<file path="config.mk">
export PLATFORM = sky130hd
export DESIGN_NAME = gray_step_tracker
export DESIGN_NICKNAME = d
export VERILOG_FILES = /design/src/rtl/gray_step_tracker_pkg.sv /design/src/rtl/gray_step_tracker_gray2bin.sv /design/src/rtl/gray_step_tracker.sv
export SDC_FILE = /design/constraint.sdc
export NUM_CORES = 1
export LEC_CHECK = 0
export ABC_AREA = 1
export BUFFER_PORTS_ARGS = -buffer_cell sky130_fd_sc_hd__buf_2
export CORE_MARGIN = 3
export CORE_UTILIZATION = 30
export CTS_CLUSTER_SIZE = 30
export DETAILED_ROUTE_END_ITERATION = 8
export PLACE_DENSITY = 0.46
export SYNTH_ARGS = -nofsm -noshare
export SYNTH_HDL_FRONTEND = slang
export SYNTH_SLANG_ARGS = --single-unit
</file>
<file path="constraint.sdc">
create_clock -name clock -period 3 [get_ports clock]
set_clock_uncertainty 0.05 [all_clocks]
set_input_delay 0.15 -clock clock [delete_from_list [all_inputs] [get_ports clock]]
set_output_delay 0.15 -clock clock [all_outputs]
set_load 0.005 [all_outputs]
</file>
<file path="src/rtl/gray_step_tracker_pkg.sv">
// Shared types and default sizing for the Gray step tracker and its helpers.
package gray_step_tracker_pkg;

  localparam int unsigned W_DEF  = 3;
  localparam int unsigned CW_DEF = 8;
  localparam int unsigned EW_DEF = 4;

  typedef enum logic [1:0] {
    ST_INIT  = 2'd0,
    ST_TRACK = 2'd1,
    ST_FAULT = 2'd2
  } trk_state_e;

endpackage

</file>
<file path="src/rtl/gray_step_tracker_gray2bin.sv">
// Pure combinational Gray-to-binary decode, reusable by any Gray consumer.
module gray2bin #(
  parameter int unsigned W = 3
) (
  input  logic [W-1:0] gray,
  output logic [W-1:0] bin_c
);

  logic [W-1:0] acc;

  // Each binary bit is the XOR of all Gray bits at or above it.
  always_comb begin
    acc = gray;
    for (int i = int'(W) - 2; i >= 0; i--) begin
      acc[i] = acc[i+1] ^ gray[i];
    end
    bin_c = acc;
  end

endmodule

</file>
<file path="src/rtl/gray_step_tracker.sv">
// Tracks a Gray-coded position bus: classifies hold / up / down / illegal jump.
// Define GRAY_STEP_TRACKER_SYNC_EN to put a 2-flop synchronizer on gray_in.
module gray_step_tracker
  import gray_step_tracker_pkg::*;
#(
  parameter int unsigned W  = W_DEF,
  parameter int unsigned CW = CW_DEF,
  parameter int unsigned EW = EW_DEF
) (
  input  logic          clock,
  input  logic          reset_n,
  input  logic [W-1:0]  gray_in,
  input  logic          sample_en,
  input  logic          clear,
  output logic [W-1:0]  bin_out,
  output logic          dir,
  output logic          step,
  output logic          wrap,
  output logic          err,
  output logic          err_sticky,
  output logic [EW-1:0] err_count,
  output logic [CW-1:0] pos
);

  logic [W-1:0] gray_use;
  logic [W-1:0] bin_new;
  logic [W-1:0] ref_q;
  logic [W-1:0] diff;
  logic         is_hold;
  logic         is_up;
  logic         is_dn;
  trk_state_e   state;

`ifdef GRAY_STEP_TRACKER_SYNC_EN
  logic [W-1:0] sync_q1;
  logic [W-1:0] sync_q2;

  always_ff @(posedge clock or negedge reset_n) begin
    if (!reset_n) begin
      sync_q1 <= '0;
      sync_q2 <= '0;
    end else begin
      sync_q1 <= gray_in;
      sync_q2 <= sync_q1;
    end
  end

  assign gray_use = sync_q2;
`else
  assign gray_use = gray_in;
`endif

  gray2bin #(.W(W)) u_gray2bin (
    .gray  (gray_use),
    .bin_c (bin_new)
  );

  // Modular distance from the reference picks the step class.
  always_comb begin
    diff    = bin_new - ref_q;
    is_hold = (diff == '0);
    is_up   = (diff == W'(1));
    is_dn   = (diff == '1);
  end

  always_ff @(posedge clock or negedge reset_n) begin
    if (!reset_n) begin
      state      <= ST_INIT;
      ref_q      <= '0;
      bin_out    <= '0;
      dir        <= 1'b0;
      step       <= 1'b0;
      wrap       <= 1'b0;
      err        <= 1'b0;
      err_sticky <= 1'b0;
      err_count  <= '0;
      pos        <= '0;
    end else begin
      step <= 1'b0;
      wrap <= 1'b0;
      err  <= 1'b0;
      if (clear) begin
        // Clear wins over a coincident sample; bin_out and dir are kept.
        state      <= ST_INIT;
        pos        <= '0;
        err_sticky <= 1'b0;
        err_count  <= '0;
      end else if (sample_en) begin
        ref_q   <= bin_new;
        bin_out <= bin_new;
        case (state)
          ST_INIT, ST_FAULT: state <= ST_TRACK;
          ST_TRACK: begin
            if (is_up) begin
              step <= 1'b1;
              dir  <= 1'b1;
              wrap <= (ref_q == '1);
              pos  <= pos + CW'(1);
            end else if (is_dn) begin
              step <= 1'b1;
              dir  <= 1'b0;
              wrap <= (ref_q == '0);
              pos  <= pos - CW'(1);
            end else if (!is_hold) begin
              err        <= 1'b1;
              err_sticky <= 1'b1;
              if (err_count != '1) err_count <= err_count + EW'(1);
              state      <= ST_FAULT;
            end
          end
          default: state <= ST_INIT;
        endcase
      end
    end
  end

endmodule
</file>
# After elaboration in Yosys (flattened, before gate mapping)
# Cells that the tools add are included.
# op_classes
addsub,4
eq_ne,12
n_mux,42
n_bitwise,3
n_reduce_logical,15
# op_table
cell,count
2-to-1 mux 8 bit,5
2-to-1 mux 4 bit,7
2-to-1 mux 1 bit,24
2-to-1 mux 2 bit,5
!= test 3 bit (second input constant),3
adder 8 x 1 -> 8 bit (second input constant),1
AND reduction 4 bit,2
nonzero test 2 bit,4
subtractor 8 x 1 -> 8 bit (second input constant),1
equality test 3 bit (second input constant),2
zero test 3 bit,2
!= test 2 bit (second input constant),3
AND reduction 6 bit,1
AND reduction 5 bit,1
adder 4 x 1 -> 4 bit (second input constant),1
!= test 4 bit (second input constant),1
one-hot mux 2 bit (2 select lines),1
equality test 3 x 1 -> 1 bit (second input constant),1
AND reduction 3 bit,1
nonzero test 3 bit,1
subtractor 3 bit,1
equality test 2 x 1 -> 1 bit (second input constant),1
equality test 2 bit (second input constant),1
zero test 2 bit,1
4 further kinds,5
# word_totals
regBits,22
in_bits,7
output_inout_bits,20

# Logic depth before layout (Yosys ltp)
# Gate-level depths: netlist (run 1).
# logic_depth
depth_word,10
mapped_depth,19
mapped_depth_nobuf,19

# Modules after synthesis
# From an unflattened synthesis (run 1), not the netlist that was laid out.
# hier_totals
hier_cells,217
hier_area_um2,1600.3
# by_module_without_submodules
module,instances,cells_each,area_each_um2,seq_area_each_um2
gray_step_tracker,1,205,1549.0,550.5
gray2bin,1,12,51.3,0.0

# Least setup slack after synthesis (run 1)
# No wires, ideal clock.
# synth_timing
kind,input port to flip-flop
from,in gray_in[1]
to,reg pos[4]
setup_time_ps,118
arrival_time_ps,2762
t_required_ps,2832
setup_slack_ps,70
path_stages,13
n_path_buf,0
path_cell_list,xor2_1 -> xnor2_1 -> ha_1 -> inv_1 -> fa_1 -> nor2_1 -> nand3_1 -> ha_1 -> a21oi_1 -> nand2_1 -> or2_2 -> nand3_1 -> nand2_1
# synth_between
elab_chain_cells,8
elab_cells_between_ends,11
classes_between,1 x add/sub; 2 x eq/ne; 4 x mux; 2 x bitwise; 2 x reduce/logical
# synth_lines
element,line_no,text
"start, declared",gray_step_tracker.sv:12,"input logic [W-1:0] gray_in,"
bitwise XOR 1 bit (*),gray_step_tracker_gray2bin.sv:15,acc[i] = acc[i+1] ^ gray[i];
bitwise XOR 1 bit,gray_step_tracker_gray2bin.sv:15,
subtractor 3 bit (*),gray_step_tracker.sv:60,diff = bin_new - ref_q;
equality test 3 x 1 -> 1 bit,gray_step_tracker.sv:62,is_up = (diff == W'(1));
2-to-1 mux 8 bit,gray_step_tracker.sv:94,if (is_up) begin
2-to-1 mux 8 bit,gray_step_tracker.sv:91,case (state)
2-to-1 mux 8 bit,gray_step_tracker.sv:88,end else if (sample_en) begin
2-to-1 mux 8 bit,gray_step_tracker.sv:82,if (clear) begin
"end signal, assigned",gray_step_tracker.sv:98,pos <= pos + CW'(1);
"end signal, assigned",gray_step_tracker.sv:103,pos <= pos - CW'(1);
"end, declared",gray_step_tracker.sv:22,output logic [CW-1:0] pos
# Mark *: on every way between the ends. The rest lies on a longest branch, timed or not. The select of a mux whose other input is x is not followed.
# A chain may end at the register's enable or synchronous reset.

# Worst setup path in the final report (run 1)
# layout_timing
from,reg ref_q[0]
to,reg pos[4]
# layout_between
elab_chain_cells,6
elab_cells_between_ends,9
classes_between,1 x add/sub; 2 x eq/ne; 4 x mux; 2 x reduce/logical
# layout_lines
element,line_no,text
"start, declared",gray_step_tracker.sv:27,logic [W-1:0] ref_q;
"start signal, assigned",gray_step_tracker.sv:89,ref_q <= bin_new;
subtractor 3 bit (*),gray_step_tracker.sv:60,
equality test 3 x 1 -> 1 bit,gray_step_tracker.sv:62,
2-to-1 mux 8 bit,gray_step_tracker.sv:94,
2-to-1 mux 8 bit,gray_step_tracker.sv:91,
2-to-1 mux 8 bit,gray_step_tracker.sv:88,
2-to-1 mux 8 bit,gray_step_tracker.sv:82,
# Marks and branches as above.

==> run_results.csv, run 1 <==
group,metric,value,unit
outcome,outcome,"finished, final reports clean",
floorplanning,die_h,77.2,um
detailed_routing,drt-initial-drc-count,75,
critical_path,path_max_fanout,5,
detailed_routing,firstDrtPassIters,4,
clock_tree,clk-insertion-delay-late,0.26,ns
layout,final_util,0.398,
floorplanning,die_w,77.2,um
layout,area_delta_synth_final,26.1,%
yosys,netlist_instances,202,
global_route,grt_first_pass_wirelength,5830,um
timing,slew_violations,0,
global_route,grt_max_degree,23,
yosys,synth_area,1520,um2
floorplanning,io_pins,27,
power,p_leak,1.12,nW
critical_path,slowest_stage,"dfrtp_1",
placement,numPortBuffers,26,
floorplanning,initial_core_util,0.315,
placement,place_inst,307,
critical_path,path_cells,"ha_1 -> inv_1 -> fa_1 -> nor2_1 -> nand3_2 -> ha_1 -> a21oi_1 -> nand2_1 -> or2_2 -> nand3_1 -> nand2_1",
detailed_routing,via_per_inst,4.32,
power,power.density,645,nW/um2
clock_tree,path_clk_slew,0.09,ns
critical_path,cp_num_buf_inv,1,
detailed_routing,wl,3460,um
global_route,overflow,0,
yosys,synth_nets,219,
timing,period_share,0.896,
placement,dp_hpwl,2610,um
critical_path,path_delay_family,"adder cells",
job,max_cap_viol_count,0,
power,ir_drop,0.215,mV
floorplanning,core,4820,um2
clock_tree,cts_buffers,3,
timing,hold_ws,0.148,ns
clock_tree,clock_sinks,22,
power,power,1.23,mW
timing,rsz0062_at_grt,"no",
detailed_routing,postRouteAntennaNets,0,
detailed_routing,drc_errors,0,
yosys,yosysSeqAreaShare,0.362,
yosys,ys_seq_elements,22,
clock_tree,cts_tree,"yes",
layout,drive_gt1_frac,0.278,
timing,period_needed,2.69,ns
floorplanning,rows,25,
detailed_routing,num_vias,1360,
timing,setup_viol,0,
critical_path,max_stage_delay,0.43,ns
yosys,ys_warn_count,0,
critical_path,required,3.11,ns
timing,worst_slack,0.311,ns
layout,n_fill_cell,522,
clock_tree,h-tree-depth,1,
yosys,syn_avg_cell_area,7.52,um2
worst_hold_path,hold_class,"input pin to flop",
critical_path,startpoint_type,"flop",
timing,fmax,372,MHz
critical_path,crit_type,"flop to flop",
layout,fin_cells,315,
global_route,gr-usage-all-layers,0.120,
detailed_routing,wl_per_cell,11.0,um
clock_tree,clock-root-buffer,"clkbuf_8",
critical_path,arrival,2.80,ns
global_route,antenna_found_initial,0,
timing,tightest_slew,0.528,ns
critical_path,end_kind,"flop",
layout,fin_nets,266,
placement,gp_congestion,0.790,
global_route,grt_pass1_vias,1226,
timing,slew_headroom,0.648,
placement,pre_cts_ws,-0.0124,ns
layout,diodes,0,
clock_tree,clockBufferDepth,2,
timing,final_hold_viol_count,0,
yosys,yosysUniqueCellTypes,25,
floorplanning,die_area,5950,um2
[worst register-to-register path, cell delays in order, from the launching register on]
cell,delay (ns)
dfrtp_1,0.43
ha_1,0.21
inv_1,0.06
fa_1,0.42
nor2_1,0.19
nand3_2,0.15
ha_1,0.37
a21oi_1,0.22
nand2_1,0.09
or2_2,0.27
nand3_1,0.08
nand2_1,0.05
[what timing repair did]
action / CTS / global route
endpoints found under the hold margin: 22 / 0
setup buffers: 0 / 3
setup endpoints to repair: 0 / 1
gates resized for setup: 0 / 1
hold buffers: 1 / 0
[power by group]
group	switching (mW)	total, mW	internal, mW
Clock	0.105	0.223	0.117
Sequential	0.0485	0.396	0.347
Combinational	0.342	0.616	0.275
Total	0.496	1.23	0.739
[state kept, by name (all words and copies together) (netlist names)]
register    flops
wrap            1
err             1
state           2
pos             8
err_count       4
dir             1
err_sticky      1
ref_q           3
step            1
[layout make-up]
cell class              instances  area [um2]  share of cell area
well taps                      67        83.8              0.0438
clock buffers                   4        55.1              0.0287
flip-flops and latches         22         551               0.287
repair buffers                 44         268               0.140
multi-input cells             144         831               0.434
inverters                      34         128              0.0666
[cells in the mapped netlist, drive strengths merged]
cell	n	area share
nand2	63	0.18
inv	34	0.084
buf	2	0.0099
nor3	2	0.0066
xnor2	2	0.012
ha	8	0.066
nand3b	1	0.0074
fa	2	0.026
nand3	29	0.11
o21ai	5	0.019
a21oi	6	0.020
or2	2	0.0082
dfrtp	22	0.36
xor2	3	0.017
nand4	6	0.025
nor2	15	0.053
[logic make-up (layout without fill, tap and decap cells)]
family          after synthesis  after routing  synth area share
flops                        22             22             0.362
compound gates               11             11            0.0387
buf+inv                      36             82            0.0939
xor+xnor                      5              5            0.0288
fa+ha+maj                    10             10            0.0923
simple gates                118            118             0.384
[metrics by stage]
stage,cell area [um2],setup TNS [ns]
final,1920,0
after global routing,1920,0
after CTS,1890,0
after detailed placement,1820,-0.0124
after global placement,1820,0
after floorplan,1520,0
[path summary, 6_finish.rpt]
kind / slack (ns) / to / start / cells after the start
worst max-delay path: 0.31 / pos[4]$_DFFE_PN0P_ / ref_q[0]$_DFFE_PN0P_ / 11
max in group asynchronous: 2.21 / ref_q[1]$_DFFE_PN0P_ / reset_n / 2
worst min-delay path: 0.15 / err_sticky$_DFFE_PN0P_ / clear / 2
worst max register to register: 0.31 / pos[4]$_DFFE_PN0P_ / ref_q[0]$_DFFE_PN0P_ / 11
worst min register to register: 0.43 / state[1]$_DFFE_PN0P_ / state[1]$_DFFE_PN0P_ / 2
min in group asynchronous: 0.34 / dir$_DFFE_PN0P_ / reset_n / 2
[layout by cell type, fill, tap and decap left out]
cell type      instances
nand2_4                3
inv_1                 29
buf_4                 17
buf_2                 26
clkbuf_8               4
dfrtp_1               22
xnor2_1                2
nor2_8                 1
fa_1                   2
nand3b_2               1
dlygate4sd3_1          1
nand3_2                5
ha_1                   8
xor2_1                 3
o21ai_1                1
nor2_4                 1
nand2_2                3
nor2_1                13
a21oi_1                6
nand4_1                6
o21ai_0                3
or2_2                  2
nor3_1                 2
o21ai_2                1
inv_2                  5
nand2_1               57
nand3_1               24
[metal layers]
| layer | track usage | vias up | share of wire |
|---|---|---|---|
| li1 | - | 737 | - |
| met4 | 0.0320 | 0 | 0.0069 |
| met2 | 0.174 | 19 | 0.43 |
| met1 | 0.182 | 602 | 0.54 |
| met5 | 0 | - | 0 |
| met3 | 0.0188 | 2 | 0.026 |
Note: power is estimated with default switching activity, not from simulation.
==> run 2, diff against run 1 <==
--- a/config.mk
+++ b/config.mk
@@ -7,7 +7,7 @@
 export LEC_CHECK = 0
 export ABC_AREA = 1
 export BUFFER_PORTS_ARGS = -buffer_cell sky130_fd_sc_hd__buf_2
-export CORE_MARGIN = 3
+export CORE_MARGIN = 2
 export CORE_UTILIZATION = 30
 export CTS_CLUSTER_SIZE = 30
 export DETAILED_ROUTE_END_ITERATION = 8
==> run 2 against run 1 <==
Against the previous run: via count shrank 0.81%; critical path depth grew 6; flip-flop and latch count is the same; routed wire length grew 2.2%; clock power grew 28%; combinational power shrank 2%; fmax shrank 0.22%; global-route usage grew 2.5 points; highest routed layer unchanged.
==> run_results.csv, run 2 (synthesized netlist as in run 1, its figures left out) <==
group,metric,value,unit
timing,period_needed,2.69,ns
clock_tree,clock_sinks,22,
placement,place_inst,306,
critical_path,startpoint_type,"flop",
detailed_routing,wl_per_cell,11.4,um
timing,fmax,371,MHz
critical_path,path_delay_family,"adder cells",
timing,worst_slack,0.305,ns
global_route,grt_pass1_vias,1285,
outcome,outcome,"finished, final reports clean",
critical_path,path_max_fanout,5,
power,clock_power_share,0.222,
layout,diodes,0,
job,max_cap_viol_count,0,
layout,final_cell_mix,"nand2_1, inv_1, buf_2, nand3_1, dfrtp_1",
layout,top_register,"pos",
layout,fin_nets,262,
clock_tree,h-tree-depth,1,
global_route,overflow,0,
placement,gp_congestion,0.728,
critical_path,arrival,2.85,ns
layout,fin_cells,311,
power,power.density,677,nW/um2
critical_path,end_kind,"flop",
timing,tightest_slew,0.533,ns
layout,largestRegisters,"pos x8, err_count x4, ref_q x3",
layout,area_delta_synth_final,25.5,%
critical_path,slowest_stage,"dfrtp_2",
timing,setup_viol,0,
detailed_routing,num_vias,1349,
detailed_routing,wl,3530,um
clock_tree,post_cts_buffers,0,
floorplanning,initial_core_util,0.315,
power,p_sw_frac,0.387,
power,p_int,791,uW
critical_path,path_cells,"ha_1 -> inv_1 -> fa_1 -> inv_1 -> nand2_1 -> nand2_1 -> nand2_2 -> nand3_2 -> buf_4 -> inv_1 -> fa_1 -> inv_1 -> nand4_1 -> nand3_1 -> xor2_1 -> nand2_1 -> nand2_1",
timing,period_share,0.898,
floorplanning,die_w,75.2,um
power,seq_power_share,0.310,
power,p_leak,1.11,nW
timing,tns,0,ns
critical_path,cp_num_buf_inv,5,
detailed_routing,drt-initial-drc-count,61,
clock_tree,clockBufferDepth,2,
floorplanning,die_h,75.2,um
clock_tree,clk-insertion-delay-late,0.27,ns
floorplanning,die_area,5650,um2
worst_hold_path,hold_class,"input pin to flop",
critical_path,crit_type,"flop to flop",
global_route,antenna_found_initial,0,
power,ir_drop,0.283,mV
global_route,grt_first_pass_wirelength,6290,um
detailed_routing,postRouteAntennaNets,0,
critical_path,required,3.15,ns
placement,numPortBuffers,26,
timing,rsz0062_at_grt,"no",
floorplanning,core,4820,um2
timing,slew_violations,0,
timing,slew_headroom,0.645,
power,p_comb_frac,0.468,
global_route,gr-usage-all-layers,0.145,
detailed_routing,drc_errors,0,
clock_tree,path_clk_slew,0.09,ns
clock_tree,cts_buffers,3,
global_route,grt_max_degree,23,
clock_tree,cts_tree,"yes",
layout,final_common_cell,"nand2_1",
layout,final_util,0.396,
power,p_sw,499,uW
floorplanning,rows,25,
timing,final_hold_viol_count,0,
placement,pre_cts_ws,-0.0585,ns
timing,hold_ws,0.148,ns
floorplanning,io_pins,27,
layout,drive_gt1_frac,0.275,
layout,largest_register_ffs,8,
critical_path,max_stage_delay,0.41,ns
clock_tree,clock-root-buffer,"clkbuf_8",
placement,dp_hpwl,2640,um
detailed_routing,firstDrtPassIters,4,
detailed_routing,via_per_inst,4.34,
## run 2: area by class of cell
| type | count | area, um2 |
|---|---|---|
| fill | 514 | 2910 |
| tap | 67 | 83.8 |
| multi-input combinational | 144 | 833 |
| clock inverter | 1 | 30.0 |
| inverter | 34 | 128 |
| clock buffer | 3 | 41.3 |
| sequential | 22 | 552 |
| timing repair buffer | 40 | 238 |
## run 2: stage by stage
stage | total power [mW] | instance area [um2]
6_report | 1.29 | 1910
3_3_place_gp | 1.01 | 1820
4_1_cts | 1.30 | 1900
5_1_grt | 1.43 | 1910
2_1_floorplan | 0.804 | 1520
3_5_place_dp | 1.01 | 1820
## run 2: what timing repair did
item,CTS,global route
setup endpoints to repair,0,5
resized for setup,0,3
hold buffers,1,0
hold endpoints to repair,22,0
## run 2: worst paths after layout
kind,cells past startpoint,from,endpoint,slack (ns)
worst min-delay path,2,clear,err_sticky$_DFFE_PN0P_,0.15
worst max register to register,17,ref_q[0]$_DFFE_PN0P_,pos[6]$_DFFE_PN0P_,0.31
worst min register to register,2,state[1]$_DFFE_PN0P_,state[1]$_DFFE_PN0P_,0.43
min in group asynchronous,2,reset_n,err_count[1]$_DFFE_PN0P_,0.34
max in group asynchronous,2,reset_n,ref_q[0]$_DFFE_PN0P_,2.18
worst max-delay path,17,ref_q[0]$_DFFE_PN0P_,pos[6]$_DFFE_PN0P_,0.31
## run 2: power by group through the flow
| stage | sequential, mW | clock, mW | combinational, mW |
|---|---|---|---|
| 2_1_floorplan | 0.399 | 0 | 0.405 |
| 3_3_place_gp | 0.406 | 0 | 0.603 |
| 3_5_place_dp | 0.405 | 0 | 0.604 |
| 4_1_cts | 0.399 | 0.297 | 0.608 |
| 5_1_grt | 0.410 | 0.305 | 0.711 |
| 6_report | 0.400 | 0.286 | 0.604 |
## run 2: routing by layer
layer / GRT usage / up-vias / wire length [um] / part of all wire
li1: - / 722 / - / -
met4: 0.0351 / 0 / 19 / 0.0054
met1: 0.218 / 600 / 1820 / 0.52
met5: 0 / - / 0 / 0
met2: 0.221 / 25 / 1550 / 0.44
met3: 0.0201 / 2 / 143 / 0.040
